--- src/rtl/mcu_io_hub.sv ---
`default_nettype none
// ============================================================================
// Module : mcu_io_hub
// Brief  : Port-bus I/O hub: latched output channels, registered input mux,
//          and an edge-triggered maskable interrupt aggregator.
// Rev    : 1.0  initial release
// ============================================================================
module mcu_io_hub #(
    parameter int              DATA_W      = 8,
    parameter int              ID_W        = 8,
    parameter int              N_OUT       = 4,
    parameter int              N_IN        = 4,
    parameter int              N_IRQ       = 4,
    parameter logic [ID_W-1:0] OUT_BASE    = 8'h40,
    parameter logic [ID_W-1:0] IN_BASE     = 8'h20,
    parameter logic [ID_W-1:0] INT_STAT_ID = 8'hF0,
    parameter logic [ID_W-1:0] INT_MASK_ID = 8'hF1
) (
    input  logic                    CLK,
    input  logic                    RESET_N,
    input  logic [ID_W-1:0]         PORT_ID,
    input  logic [DATA_W-1:0]       OUT_PORT,
    input  logic                    IO_STRB,
    output logic [DATA_W-1:0]       IN_PORT,
    input  logic [N_IN*DATA_W-1:0]  IN_DATA,
    output logic [N_OUT*DATA_W-1:0] OUT_DATA,
    output logic [N_OUT-1:0]        OUT_VALID,
    input  logic [N_IRQ-1:0]        IRQ,
    output logic                    INTR
);

    localparam int c_OUT_LO = int'(OUT_BASE);
    localparam int c_IN_LO  = int'(IN_BASE);
    localparam int c_STAT   = int'(INT_STAT_ID);
    localparam int c_MASK   = int'(INT_MASK_ID);
    localparam int c_ID_SPAN = 1 << ID_W;

    localparam bit c_BAD_SIZE = (N_OUT < 1) || (N_OUT > 16) || (N_IN < 1) || (N_IN > 16) ||
                                (N_IRQ < 1) || (N_IRQ >= DATA_W);
    localparam bit c_BAD_SPAN = (c_OUT_LO + N_OUT > c_ID_SPAN) || (c_IN_LO + N_IN > c_ID_SPAN);
    localparam bit c_BAD_OVL  = ((c_OUT_LO < c_IN_LO + N_IN) && (c_IN_LO < c_OUT_LO + N_OUT)) ||
                                ((c_STAT >= c_OUT_LO) && (c_STAT < c_OUT_LO + N_OUT)) ||
                                ((c_STAT >= c_IN_LO)  && (c_STAT < c_IN_LO + N_IN))   ||
                                ((c_MASK >= c_OUT_LO) && (c_MASK < c_OUT_LO + N_OUT)) ||
                                ((c_MASK >= c_IN_LO)  && (c_MASK < c_IN_LO + N_IN))   ||
                                (c_STAT == c_MASK);

    generate
        if (c_BAD_SIZE || c_BAD_SPAN || c_BAD_OVL) begin : g_cfg_err
            $error("mcu_io_hub: invalid parameter configuration");
        end
    endgenerate

    logic [N_OUT-1:0]        w_out_wr;
    logic [N_OUT*DATA_W-1:0] r_out_data;
    logic [N_OUT-1:0]        r_out_valid;
    logic [N_IN*DATA_W-1:0]  r_in_q;

    logic [N_IRQ-1:0] r_s1, r_s2, r_prv, r_pend, r_mask;
    logic [1:0]       r_sync_ok;
    logic             r_ovf, r_intr;
    logic [N_IRQ-1:0] w_edge, w_clr, w_pend_nxt;
    logic             w_stat_wr, w_mask_wr, w_ovf_clr;
    logic [DATA_W-1:0] w_stat_rd, w_mask_rd, w_rd;

    always_comb begin
        for (int k = 0; k < N_OUT; k++) begin
            w_out_wr[k] = IO_STRB && (PORT_ID == ID_W'(c_OUT_LO + k));
        end
    end

    always_ff @(posedge CLK) begin
        if (!RESET_N) begin
            r_out_data  <= '0;
            r_out_valid <= '0;
            r_in_q      <= '0;
        end else begin
            r_out_valid <= w_out_wr;
            r_in_q      <= IN_DATA;
            for (int k = 0; k < N_OUT; k++) begin
                if (w_out_wr[k]) begin
                    r_out_data[k*DATA_W +: DATA_W] <= OUT_PORT;
                end
            end
        end
    end

    assign w_stat_wr  = IO_STRB && (PORT_ID == INT_STAT_ID);
    assign w_mask_wr  = IO_STRB && (PORT_ID == INT_MASK_ID);
    assign w_clr      = w_stat_wr ? OUT_PORT[N_IRQ-1:0] : '0;
    assign w_ovf_clr  = w_stat_wr && OUT_PORT[DATA_W-1];
    assign w_edge     = r_s2 & ~r_prv;
    assign w_pend_nxt = (r_pend & ~w_clr) | w_edge;

    // prv keeps its all-ones reset value until s2 carries a genuinely sampled
    // value, so a line held high across reset release never looks like an edge.
    always_ff @(posedge CLK) begin
        if (!RESET_N) begin
            r_s1      <= '0;
            r_s2      <= '0;
            r_prv     <= '1;
            r_sync_ok <= 2'b00;
            r_pend    <= '0;
            r_mask    <= '0;
            r_ovf     <= 1'b0;
            r_intr    <= 1'b0;
        end else begin
            r_s1      <= IRQ;
            r_s2      <= r_s1;
            r_sync_ok <= {r_sync_ok[0], 1'b1};
            if (r_sync_ok[1]) begin
                r_prv <= r_s2;
            end
            r_pend <= w_pend_nxt;
            if (|(w_edge & r_pend)) begin
                r_ovf <= 1'b1;
            end else if (w_ovf_clr) begin
                r_ovf <= 1'b0;
            end
            if (w_mask_wr) begin
                r_mask <= OUT_PORT[N_IRQ-1:0];
            end
            r_intr <= |(r_pend & r_mask);
        end
    end

    always_comb begin
        w_stat_rd              = '0;
        w_stat_rd[N_IRQ-1:0]   = r_pend;
        w_stat_rd[DATA_W-1]    = r_ovf;
        w_mask_rd              = '0;
        w_mask_rd[N_IRQ-1:0]   = r_mask;
        w_rd                   = '0;
        for (int k = 0; k < N_IN; k++) begin
            if (PORT_ID == ID_W'(c_IN_LO + k)) begin
                w_rd = r_in_q[k*DATA_W +: DATA_W];
            end
        end
        if (PORT_ID == INT_STAT_ID) begin
            w_rd = w_stat_rd;
        end else if (PORT_ID == INT_MASK_ID) begin
            w_rd = w_mask_rd;
        end
    end

    assign IN_PORT   = w_rd;
    assign OUT_DATA  = r_out_data;
    assign OUT_VALID = r_out_valid;
    assign INTR      = r_intr;

endmodule
`default_nettype wire

--- config.mk ---
export PLATFORM = sky130hd
export DESIGN_NAME = mcu_io_hub
export DESIGN_NICKNAME = d
export VERILOG_FILES = /design/src/rtl/mcu_io_hub.sv
export SDC_FILE = /design/constraint.sdc
export NUM_CORES = 1
export LEC_CHECK = 0
export ABC_AREA = 1
export CELL_PAD_IN_SITES_DETAIL_PLACEMENT = 1
export CELL_PAD_IN_SITES_GLOBAL_PLACEMENT = 1
export CORE_MARGIN = 3
export CORE_UTILIZATION = 33
export DETAILED_ROUTE_END_ITERATION = 12
export HOLD_SLACK_MARGIN = 0.1
export PLACE_DENSITY_LB_ADDON = 0.1
export RECOVER_POWER = 25
export SYNTH_ARGS = -nofsm -noshare
export SYNTH_HDL_FRONTEND = slang
export SYNTH_SLANG_ARGS = --single-unit
--- constraint.sdc ---
create_clock -name CLK -period 1.1 [get_ports CLK]
set_input_delay 0.11 -clock CLK [delete_from_list [all_inputs] [get_ports CLK]]
set_output_delay 0.11 -clock CLK [all_outputs]
set_load 0.01 [all_outputs]
==> impl_metrics.tcl, run 1 <==
set metrics [dict create \
    synth_cell_type_count 21 \
    core_region_area_um2 9910 \
    finalInstanceArea_um2 5460 \
    async_reset_ff_frac 0 \
    drv_slew 0 \
    synth_ff_type "dfxtp_1" \
    synth_edf_count 0 \
    synth_most_common_cell "nor2_1" \
    synth_area_per_cell_um2 7.40 \
    drive_above_1_share 0.279 \
    crit_slowest_cell "dfxtp_2" \
    cts_tree "built" \
    clock_latency_ps 360 \
    synth_seq_cells 92 \
    total_power_mw 6.75 \
    antenna_found_initial 0 \
    cts_buffers 9 \
    area_delta_synth_final_pct 60.2 \
    pwr-share-comb 0.097 \
    endpoint_kind "output port" \
    clockBufferDepth 2 \
    rows 36 \
    swShare 0.243 \
    fin_crit_ps 1610 \
    seqPwrFrac 0.515 \
    wl_per_cell_um 16.3 \
    clk_pin_slew_ps 100 \
    fp.dieH_um 108 \
    post-route-period-util 1.46 \
    vias 3507 \
    ios 100 \
    worst_ep_required_time_ps 990 \
    grt_pass1_wl_um 18000 \
    hold_class "input port to flip-flop" \
    powerDensity_nw_per_um2 1240 \
    arrival_ps 1500 \
    cts_root_buf "clkbuf_8" \
    path_class "flip-flop to output port" \
    synth_top_cell_area_share 0.541 \
    dieWidth_um 108 \
    crit_top_cell "nand2_1" \
    holdWs_ps 267 \
    cts_sinks 92 \
    hold_viol 0 \
    crit_family "simple AND/OR/NAND/NOR gates" \
    synth_common_cells "nor2_1 (103), nand2_1 (95), dfxtp_1 (92), inv_1 (57), o21ai_0 (38)" \
    start_util 0.344 \
    violations "setup timing" \
    syn-num-nets 515 \
    worstSetupStartpointType "flip-flop" \
    antenna_left 0 \
    first_global_vias 3529 \
    antenna_cells 0 \
    fill_cells 1205 \
    drt_iter0_drc 80 \
    detail_route.wirelength_um 12300 \
    p_int_mw 5.11 \
    worst-slew-pin-transition_ps 776 \
    fin_ws_ps -506 \
    synthTopCellsByArea "dfxtp_1 (54%), nor2_1 (11%), nand2_1 (10%)" \
    synth.yosys.seq_area_share 0.541 \
    yosysWarnings 0 \
    slew_headroom 0.483 \
    setup_tns_ps -2250 \
    worst-path-buf-inv 1 \
    cts_max_level 3 \
    gp_congestion 0.789 \
    place_area_um2 4790 \
    nNetsFinal 671 \
    grt_overflow_total 0 \
    rsz0062_at_grt "yes" \
    fin_util 0.551 \
    maxCapViolations 0 \
    die_area_um2 11600 \
    pre_cts_ws_ps -1020 \
    slowest_delay_ps 340 \
    synth_area_leader_cell "dfxtp_1" \
    status "finished with violations" \
    fmax_mhz 623 \
    clock_power_share 0.387 \
    grt_max_degree 27 \
    dp_cells 717 \
    setup_viol 10 \
    vias_per_cell 4.65 \
    p_leak_nw 2.60 \
    p_sw_mw 1.64 \
    final_cells 754 \
    dp_hpwl_um 7540 \
    syn_area_um2 3410 \
    drt_first_pass_iters 4 \
    portBuffers 99 \
    gr-usage-all-layers 0.201 \
    layout.area.seq_um2 1850 \
    crit_fanout 1 \
    syn_inst 460 \
    multi_input_area_um2 1550 \
    vdd_drop_max_mv 0.688 \
    cp_cell_sequence "o211ai_1 -> nand3_1 -> nand2_1 -> nand2_1 -> buf_2" \
    final.setup_skew_ps 6.23 \
    drc 0 \
]
==> power groups by stage <==
stage          combinational, mW  clock [mW]  sequential (mW)
5_1_grt                    0.710        2.80             3.49
3_5_place_dp               0.518           0             3.54
4_1_cts                    0.585        2.63             3.47
3_3_place_gp               0.500           0             3.54
2_1_floorplan              0.188           0             3.53
6_report                   0.658        2.61             3.48
==> worst min-delay path, stage by stage <==
cell             delay [ps]
clkdlybuf4s50_1         390
nand2_1                  60
inv_1                    30
==> cells by family after synthesis <==
family / synth area share
buffers and inverters: 0.0827
and+or+nand+nor: 0.300
DFF: 0.541
AOI/OAI and AO/OA: 0.0768
==> final timing paths <==
path	to	slack, ps	from	depth (start not counted)
setup / recovery	IN_PORT[7]	-510	r_in_q[23]	5
hold / removal	r_in_q[24]	270	IN_DATA[24]	3
setup reg to reg	r_ovf	100	r_pend[0]	5
hold reg to reg	r_s2[1]	420	r_s1[1]	2
==> flip-flops by register name (all words and copies together) (netlist names) <==
signal / flops
INTR: 1
r_sync_ok: 2
r_pend: 4
r_mask: 4
r_s2: 4
OUT_DATA: 32
r_in_q: 32
r_prv: 4
r_ovf: 1
r_s1: 4
OUT_VALID: 4
==> cell type report <==
class	instances	share of cell area
flip-flops and latches	92	0.339
clock inverters	5	0.0154
inverters	64	0.0514
well taps	133	0.0305
multi-input cells	295	0.283
repair buffers	154	0.254
clock buffers	11	0.0259
==> cells in the final DEF, fill, tap and decap left out, types with 4 or more instances in the layout <==
cell type / count
a21oi_1: 9
o21ai_2: 4
buf_6: 16
buf_2: 10
nand3_1: 12
inv_1: 52
nor2_2: 5
clkdlybuf4s50_1: 44
clkbuf_2: 19
inv_6: 6
dlygate4sd2_1: 4
o21ai_1: 11
buf_12: 5
nand2_4: 4
nor2_1: 95
nand2_2: 10
nand2_1: 85
clkbuf_8: 10
nor2_4: 8
dfxtp_2: 8
buf_4: 33
dfxtp_1: 84
clkdlybuf4s15_1: 13
o21ai_0: 25
nand4_1: 5
nand3_2: 8
nand3_4: 6
==> routing by layer <==
metal	global-route usage	part of all wire
met1	0.234	0.42
met2	0.374	0.52
met3	0.0420	0.043
met4	0.0451	0.016
met5	0	0
==> timing repair <==
item	in CTS	in global routing
gates cloned	0	1
endpoints found under the setup margin	88	73
pin swaps	25	36
hold buffers	1	0
resized for setup	182	105
hold endpoints to repair	4	0
buffers inserted	12	11
(Power assumes the default switching activity.)
==> run 2, diff against run 1 <==
--- a/config.mk
+++ b/config.mk
@@ -10,6 +10,7 @@
 export CELL_PAD_IN_SITES_GLOBAL_PLACEMENT = 1
 export CORE_MARGIN = 3
 export CORE_UTILIZATION = 33
+export CTS_CLUSTER_DIAMETER = 30
 export DETAILED_ROUTE_END_ITERATION = 12
 export HOLD_SLACK_MARGIN = 0.1
 export PLACE_DENSITY_LB_ADDON = 0.1
==> results of run 2 <==
The final DEF is identical to that of run 1; final timing and power are the same.
==> run 3, diff against run 2 <==
--- a/config.mk
+++ b/config.mk
@@ -8,7 +8,6 @@
 export ABC_AREA = 1
 export CELL_PAD_IN_SITES_DETAIL_PLACEMENT = 1
 export CELL_PAD_IN_SITES_GLOBAL_PLACEMENT = 1
-export CORE_MARGIN = 3
 export CORE_UTILIZATION = 33
 export CTS_CLUSTER_DIAMETER = 30
 export DETAILED_ROUTE_END_ITERATION = 12
==> constraint.sdc (replaced) <==
create_clock -name CLK -period 1.1 [get_ports CLK]
set_input_delay 0.22 -clock CLK [delete_from_list [all_inputs] [get_ports CLK]]
set_output_delay 0.22 -clock CLK [all_outputs]
set_load 0.01 [all_outputs]
==> run 3 against run 2 <==
Net effect: the run still ends with setup timing left; non-clock buffer count down 1; clock power down 12%; worst setup slack improved by 20 ps; count of clock-buffer cells in the layout decreased by 2; core utilization up 0.063 points; clock skew rose by 0.83 ps; first-iteration DRC count increased by 1.3%; global-route usage grew 0.65 points; sequential cell count did not move; critical path depth rose by 6; largest cell class unchanged; largest power group unchanged.
==> impl_metrics.tcl, run 3 (synthesis results as in run 1) <==
set metrics [dict create \
    status "finished with violations" \
    violations "setup timing" \
    hold_class "input port to flip-flop" \
    clk_pin_slew_ps 90 \
    vias 3458 \
    cts_buffers 9 \
    die_area_um2 10700 \
    clockBufferDepth 2 \
    worstSetupStartpointType "input port" \
    gp_congestion 0.779 \
    slew_headroom 0.584 \
    fill_cells 1248 \
    fmax_mhz 630 \
    nNetsFinal 670 \
    dieWidth_um 104 \
    wl_met2_um 5650 \
    cts_tree "built" \
    path_class "input port to output port" \
    drc 0 \
    p_leak_nw 2.66 \
    vias_per_cell 4.59 \
    rows 36 \
    cts_root_buf "clkbuf_8" \
    worstRegToRegCells 5 \
    fin_util 0.551 \
    hold_viol 0 \
    clock_latency_ps 360 \
    gr-usage-all-layers 0.207 \
    ios 100 \
    fin_crit_ps 1590 \
    vdd_drop_max_mv 0.514 \
    arrival_ps 1370 \
    wl_per_cell_um 14.6 \
    layout_commonest_cell "nand2_1" \
    cts_max_level 3 \
    drt_first_pass_iters 4 \
    drive_above_1_share 0.384 \
    hold_buffers 0 \
    worst_ep_required_time_ps 880 \
    worst-slew-pin-transition_ps 624 \
    dp_hpwl_um 7450 \
    fp.dieH_um 104 \
    setup_tns_ps -3900 \
    antenna_left 0 \
    highest_layer "met4" \
    pre_cts_ws_ps -1330 \
    min_path_cells 3 \
    grt_max_degree 40 \
    portBuffers 99 \
    post-route-period-util 1.44 \
    rsz0062_at_grt "yes" \
    powerDensity_nw_per_um2 1170 \
    final_cell_mix "nand2_1 (84), nor2_1 (82), dfxtp_1 (59)" \
    drv_slew 0 \
    first_global_vias 3629 \
    wl_met1_um 4690 \
    crit_fanout 5 \
    grt_pass1_wl_um 17600 \
    antenna_found_initial 0 \
    drt_iter0_drc 81 \
    cts_sinks 92 \
    grt_overflow_total 0 \
    detail_route.wirelength_um 11000 \
    maxCapViolations 0 \
    setup_viol 18 \
    fin_ws_ps -486 \
    area_delta_synth_final_pct 60.4 \
    endpoint_kind "output port" \
    final.setup_skew_ps 7.06 \
    dr_wl_met3_um 394 \
    start_util 0.344 \
    antenna_cells 0 \
    core_region_area_um2 9910 \
]
## run 3: cell types whose count changed in the layout (fill, tap and decap cells not counted), sizes merged
cell,change
bufinv,-1
dlygate4sd3,-1
dlymetal6s2s,-1
dlygate4sd2,-3
buf,+38
clkbuf,-20
clkdlybuf4s15,-16
clkinv,+4
clkinvlp,-1
## run 3: layout make-up
class                           instances  area, um^2  area share
Tap cell                              133         166      0.0305
Multi-Input combinational cell        295        1630       0.298
Clock inverter                          7        73.8      0.0135
Timing Repair Buffer                  153        1260       0.231
Inverter                               64         323      0.0591
Sequential cell                        92        1880       0.345
Clock buffer                            9         124      0.0227
## run 3: metrics by stage
| step | std cells | hold WS (ps) | instance area [um^2] | total power, mW |
|---|---|---|---|---|
| final | 753 | 151 | 5460 | 6.42 |
| after global routing | 753 | 181 | 5460 | 6.66 |
| after CTS | 756 | 125 | 5340 | 6.43 |
| after detailed placement | 721 | 408 | 4900 | 4.10 |
| after global placement | 721 | 397 | 4900 | 4.09 |
| after floorplan | 460 | 248 | 3500 | 3.74 |
## run 3: final timing paths
| path | from | end | slack [ps] |
|---|---|---|---|
| setup / recovery | PORT_ID[2] | IN_PORT[4] | -490 |
| hold / removal | RESET_N | OUT_DATA[1] | 150 |
| setup reg to reg | r_pend[2] | r_ovf | 140 |
| hold reg to reg | r_sync_ok[0] | r_sync_ok[1] | 420 |
## run 3: routing by layer
layer / vias up / track usage
li1: 1720 / -
met1: 1614 / 0.246
met2: 100 / 0.373
met3: 24 / 0.0296
met4: 0 / 0.0849
met5: - / 0
## run 3: power by group
part	switching (mW)	internal [mW]	leakage [nW]
Combinational	0.328	0.328	1.79
Sequential	0.0465	3.42	0.771
Clock	1.23	1.06	0.100
## run 3: critical path, cell delays in order
cell	delay [ps]
buf_8	100
buf_6	110
inv_8	50
nand2_8	70
nor3_4	140
nand2_2	120
buf_6	140
buf_6	130
nor2_4	100
nor2_2	50
buf_2	140
## run 3: what timing repair did
action | CTS | global route
buffers inserted | 29 | 2
setup endpoints to repair | 90 | 52
pin swaps | 50 | 14
cloned | 2 | 0
gates resized for setup | 340 | 49
